$ cat src/rtl/demux8_sched_pkg.sv
`default_nettype none
// ============================================================================
// Module      : demux8_sched_pkg
// Description : Shared constants, FSM state type and one-hot helper for the
//               8-way demux burst scheduler.
// Revision    : 1.0 - initial release
// ============================================================================
package demux8_sched_pkg;

    localparam int NUM_LANES = 8;
    localparam int SEL_W     = 3;

    typedef enum logic {
        ARB  = 1'b0,
        XFER = 1'b1
    } sched_state_t;

    // Lane index to one-hot lane vector.
    function automatic logic [NUM_LANES-1:0] onehot8(input logic [SEL_W-1:0] sel);
        logic [NUM_LANES-1:0] v;
        v      = '0;
        v[sel] = 1'b1;
        return v;
    endfunction

endpackage : demux8_sched_pkg
`default_nettype wire

$ cat src/rtl/demux8_burst_scheduler_rr_pick8.sv
`default_nettype none
// ============================================================================
// Module      : rr_pick8
// Description : Combinational rotating-priority picker over 8 requests.
//               The search starts at ptr_i and wraps modulo 8.
// Revision    : 1.0 - initial release
// ============================================================================
module rr_pick8
    import demux8_sched_pkg::*;
(
    input  logic [NUM_LANES-1:0] req_i,
    input  logic [SEL_W-1:0]     ptr_i,
    output logic [SEL_W-1:0]     gnt_idx_o,
    output logic                 any_o
);

    // Walk from the farthest offset back to ptr so the nearest request wins.
    always_comb begin
        gnt_idx_o = ptr_i;
        any_o     = 1'b0;
        for (int i = NUM_LANES - 1; i >= 0; i--) begin
            if (req_i[ptr_i + SEL_W'(i)]) begin
                gnt_idx_o = ptr_i + SEL_W'(i);
                any_o     = 1'b1;
            end
        end
    end

endmodule : rr_pick8
`default_nettype wire

$ cat src/rtl/demux8_burst_scheduler.sv
`default_nettype none
// ============================================================================
// Module      : demux8_burst_scheduler
// Description : Round-robin burst scheduler for an 8-way demux. Each burst
//               (up to BURST_LEN beats, or shorter via in_last) is steered to
//               one ready lane; data is broadcast to all lanes.
//               Optional macro DEMUX8_SCHED_LANE_MASK_EN adds a lane_mask
//               input that restricts which lanes may win arbitration.
// Revision    : 1.0 - initial release
// ============================================================================
module demux8_burst_scheduler
    import demux8_sched_pkg::*;
#(
    parameter int DATA_W    = 8,
    parameter int BURST_LEN = 4
) (
    input  logic                 clk,
    input  logic                 rst,
    input  logic                 in_valid,
    input  logic [DATA_W-1:0]    in_data,
    input  logic                 in_last,
    output logic                 in_ready,
    output logic [NUM_LANES-1:0] out_valid,
    output logic [DATA_W-1:0]    out_data,
    input  logic [NUM_LANES-1:0] out_ready,
    output logic [SEL_W-1:0]     sel,
    output logic                 busy,
    output logic                 burst_done
`ifdef DEMUX8_SCHED_LANE_MASK_EN
    ,
    input  logic [NUM_LANES-1:0] lane_mask
`endif
);

    localparam int                c_CNT_W    = (BURST_LEN > 1) ? $clog2(BURST_LEN) : 1;
    localparam logic [c_CNT_W-1:0] c_CNT_LAST = c_CNT_W'(BURST_LEN - 1);

    sched_state_t         state_q;
    logic [SEL_W-1:0]     ptr_q;
    logic [SEL_W-1:0]     sel_q;
    logic [c_CNT_W-1:0]   beat_cnt_q;
    logic                 burst_done_q;

    logic [NUM_LANES-1:0] w_eligible;
    logic [SEL_W-1:0]     w_gnt_idx;
    logic                 w_any;
    logic                 w_lane_ready;
    logic                 w_accept;
    logic                 w_burst_end;
    logic                 w_xfer_act;

    // Eligibility only matters in ARB, so a mask change mid-burst is harmless.
`ifdef DEMUX8_SCHED_LANE_MASK_EN
    assign w_eligible = out_ready & lane_mask;
`else
    assign w_eligible = out_ready;
`endif

    rr_pick8 u_pick (
        .req_i     (w_eligible),
        .ptr_i     (ptr_q),
        .gnt_idx_o (w_gnt_idx),
        .any_o     (w_any)
    );

    assign w_lane_ready = out_ready[sel_q];
    assign w_accept     = (state_q == XFER) && in_valid && w_lane_ready;
    assign w_burst_end  = in_last || (beat_cnt_q == c_CNT_LAST);
    // Handshake outputs are forced idle while reset is asserted.
    assign w_xfer_act   = (state_q == XFER) && !rst;

    // Scheduler FSM: arbitration, beat counting, round-robin pointer, done pulse.
    always_ff @(posedge clk) begin
        if (rst) begin
            state_q      <= ARB;
            ptr_q        <= '0;
            sel_q        <= '0;
            beat_cnt_q   <= '0;
            burst_done_q <= 1'b0;
        end else begin
            burst_done_q <= 1'b0;
            case (state_q)
                ARB: begin
                    if (in_valid && w_any) begin
                        sel_q      <= w_gnt_idx;
                        beat_cnt_q <= '0;
                        state_q    <= XFER;
                    end
                end
                XFER: begin
                    if (w_accept) begin
                        if (w_burst_end) begin
                            state_q      <= ARB;
                            ptr_q        <= sel_q + SEL_W'(1);
                            beat_cnt_q   <= '0;
                            burst_done_q <= 1'b1;
                        end else begin
                            beat_cnt_q <= beat_cnt_q + c_CNT_W'(1);
                        end
                    end
                end
                default: state_q <= ARB;
            endcase
        end
    end

    assign in_ready   = w_xfer_act && w_lane_ready;
    assign out_valid  = w_xfer_act ? (onehot8(sel_q) & {NUM_LANES{in_valid}}) : '0;
    assign out_data   = in_data;
    assign sel        = sel_q;
    assign busy       = w_xfer_act;
    assign burst_done = burst_done_q;

endmodule : demux8_burst_scheduler
`default_nettype wire

$ cat config.mk
export PLATFORM = sky130hd
export DESIGN_NAME = demux8_burst_scheduler
export DESIGN_NICKNAME = d
export VERILOG_FILES = /design/src/rtl/demux8_sched_pkg.sv /design/src/rtl/demux8_burst_scheduler_rr_pick8.sv /design/src/rtl/demux8_burst_scheduler.sv
export SDC_FILE = /design/constraint.sdc
export NUM_CORES = 1
export LEC_CHECK = 0
export BUFFER_PORTS_ARGS = -buffer_cell sky130_fd_sc_hd__buf_2
export CAP_MARGIN = 25
export CORE_ASPECT_RATIO = 1.4
export CORE_MARGIN = 4
export CORE_UTILIZATION = 48
export CTS_CLUSTER_SIZE = 25
export DETAILED_ROUTE_END_ITERATION = 10
export GPL_TIMING_DRIVEN = 0
export HOLD_SLACK_MARGIN = 0.05
export PLACE_DENSITY_LB_ADDON = 0.2
export SYNTH_ARGS = -nofsm -noshare
export SYNTH_HDL_FRONTEND = slang
export SYNTH_HIERARCHICAL = 1
export SYNTH_SLANG_ARGS = --single-unit
$ cat constraint.sdc
create_clock -name clk -period 2.5 [get_ports clk]
set_clock_uncertainty 0.1 [all_clocks]
set_input_delay 0.5 -clock clk [delete_from_list [all_inputs] [get_ports clk]]
set_output_delay 0.5 -clock clk [all_outputs]
set_load 0.02 [all_outputs]
==> run summary <==
status - finished with violations
failing checks - setup timing
P_sw - 0.000220 W
min cycle time layout - 2580 ps
critical path class - flip-flop to flip-flop
Syn Nets - 204
H-tree levels - 1
Cell Pwr Density - 311 nW/um^2
ranking of synthesized cells by area - mux2i_1 (13%), dfxtp_1 (13%), mux4_2 (11%)
worst relative slew slack - 0.720
RSZ-0062 raised after global routing - true
final instance area - 2120 sq um
share of synthesized registers carrying an async set or reset - 0
synthesized cell area - 1600 sq um
final hold viol count - 0
synth warn - 6
Worst-Skew Late Latency - 230 ps
Placer Congestion - 0.899
initial antenna violation count - 0
Final Power - 0.000660 W
CP required - 2510 ps
worst-path maximum fanout - 5
Port Buffers - 33
TritonCTS Buffers - 3
CP Data Arrival Time - 2600 ps
Core Rows - 24
area added between synthesis and finish - 32.6%
Pint - 0.000440 W
Worst VDD drop - 0.465 mV
Final WS setup - -84.4 ps
Vias - 1627
Combinational Power Share - 0.437
cts-stage hold buffer count - 0
Syn Area/Cell - 8.89 sq um
first-pass GRT wire length - 7.65 mm
clock share of power - 0.305
Synth Flop Type - dfxtp_1
clock tree buffer depth - 2
Ports - 42
DRC viols - 0
share of layout cells above drive strength 1 - 0.462
core area - 3150 sq um
Starting Density - 0.508
leak pwr - 0.947 nW
number of synthesized flops with an enable pin - 0
Avg Vias per Cell - 5.96
crit path launch type - flip-flop
GR Overflow Total - 0
post-detail-place hpwl - 3.44 mm
dpl cell area - 1840 sq um
Yosys top cell area share - 0.131
CP endpoint kind - flip-flop
fin. max-slew vios - 0
total number of clock tree sinks - 10
TritonCTS clock tree - built
root buf cell - clkbuf_8
pin count of the biggest net entering global routing - 11
GRT Total Usage - 0.215
synthesized flop and latch total - 10
final wirelength - 4.71 mm
Reg power frac - 0.258
Die ar. - 4330 sq um
final net count - 259
Worst-Margin Slew - 408 ps
starting DRC count in detailed routing - 88
max frequency - 387 MHz
routed len/inst - 17.3 um
Tcrit/Tclk final - 1.03
drt first pass iters - 6
diode count - 0
vias in the first global route - 1623
Die Ht - 76.3 um
Mapped Cells - 180
clock-pin slew of the registers on the worst-case setup and hold paths - 50 ps
endpoints failing setup - 3
Net Sw Frac - 0.333
Yosys cell types - 51
setup_tns - -99.4 ps
Final ANT Viol Nets - 0
dominant cell type by area after synthesis - mux2i_1
Seq/Total Area, Yosys - 0.125
Max-cap violations - 0
die width - 56.8 um
hold crit path type - flip-flop to flip-flop
registers in the layout (all words and copies together) (netlist names):
name and count:
ptr_q 3, burst_done 1, beat_cnt_q 2, state_q 1, sel 3
worst max-delay path, stage by stage (launching register included):
cell and delay [ps]:
dfxtp_2 330, buf_6 120, buf_6 120, buf_6 120, mux4_2 570, buf_4 160
and2_4 130, o311a_1 350, o21ai_2 150, o21ai_2 90, mux2i_2 160, nor2_1 50
cell type report:
class / instances / area, sq um
Buffer: 17 / 143
Clock buffer: 4 / 55.1
Fill cell: 260 / 1030
Inverter: 10 / 50.0
Multi-Input combinational cell: 141 / 1290
Sequential cell: 10 / 205
Tap cell: 39 / 48.8
Timing Repair Buffer: 52 / 327
per-layer routing:
layer / global-route usage / part of all wire / vias to the layer above
met4: 0.0835 / 0.031 / 0
li1: - / - / 765
met3: 0.0102 / 0.030 / 15
met1: 0.234 / 0.38 / 792
met2: 0.418 / 0.56 / 55
met5: 0 / 0 / -
cell usage after synthesis, types with 2 or more instances:
library cell	number
a211oi_1	2
a21oi_1	2
a22oi_1	2
a31oi_1	3
and2_1	3
buf_2	3
buf_4	8
buf_6	4
clkbuf_1	2
dfxtp_1	10
ha_1	4
inv_1	9
mux2_4	3
mux2i_1	21
mux4_1	4
mux4_2	8
nand2_1	16
nand2b_1	5
nand3_1	3
nand3b_1	2
nand4_1	2
nor2_1	23
nor2b_1	3
nor3_1	3
o21ai_1	3
o32ai_2	2
or2b_1	2
or3_1	2
xnor2_1	2
xor2_1	3
layout by cell type (no fill, tap or decap), drive strengths merged, types with 2 or more instances in the layout:
cell / n
buf: 68
nand3: 3
a21oi: 2
xnor2: 2
a211oi: 3
nand2b: 6
mux2i: 21
xor2: 3
nor2: 23
nand2: 16
mux4: 12
nor2b: 3
ha: 4
mux2: 5
nand4: 2
nor3: 3
dfxtp: 10
clkbuf: 5
a31oi: 3
nand3b: 2
o32ai: 2
o21ai: 4
a22oi: 2
and2: 3
or2b: 2
or3: 2
inv: 10
power groups by stage:
stage          Combinational (W)  Sequential, W  Clock, W
2_1_floorplan           0.000174       0.000177         0
3_3_place_gp            0.000237       0.000174         0
6_report                0.000288       0.000170  0.000201
4_1_cts                 0.000280       0.000170  0.000203
5_1_grt                 0.000312       0.000171  0.000211
3_5_place_dp            0.000241       0.000174         0
path summary, 6_finish.rpt:
| path | end | startpoint | cells past startpoint | slack, ps |
|---|---|---|---|---|
| worst max-delay path | sel[2]$_SDFFE_PP0P_ | ptr_q[0]$_SDFFE_PP0P_ | 11 | -80 |
| worst min-delay path | beat_cnt_q[0]$_SDFFE_PP0P_ | beat_cnt_q[0]$_SDFFE_PP0P_ | 2 | 420 |
| worst max register to register | sel[2]$_SDFFE_PP0P_ | ptr_q[0]$_SDFFE_PP0P_ | 11 | -80 |
| worst min register to register | beat_cnt_q[0]$_SDFFE_PP0P_ | beat_cnt_q[0]$_SDFFE_PP0P_ | 2 | 420 |
repair_timing:
| action | in CTS | in global routing |
|---|---|---|
| setup buffers | 18 | 1 |
| endpoints found under the hold margin | 0 | 0 |
| pin swaps | 7 | 1 |
| gates resized for setup | 24 | 4 |
| setup endpoints to repair | 6 | 6 |
logic make-up after synthesis:
kind of cell    share of synthesized area
xor+xnor                           0.0274
fa+ha+maj                          0.0313
compound gates                      0.144
flops                               0.125
mux                                 0.352
buf+inv                             0.115
simple gates                        0.206
metrics by stage:
| stage | worst slack (ps) | util | hold slack, ps | cells |
|---|---|---|---|---|
| 3_3_place_gp | -343 | 0.584 | 385 | 252 |
| 5_1_grt | -159 | 0.673 | 483 | 273 |
| 2_1_floorplan | 7.48 | - | 365 | 180 |
| 4_1_cts | -1.46 | 0.669 | 423 | 273 |
| 3_5_place_dp | -407 | 0.584 | 398 | 252 |
| 6_report | -84.4 | 0.673 | 419 | 273 |
Note: power is estimated with default switching activity, not from simulation.
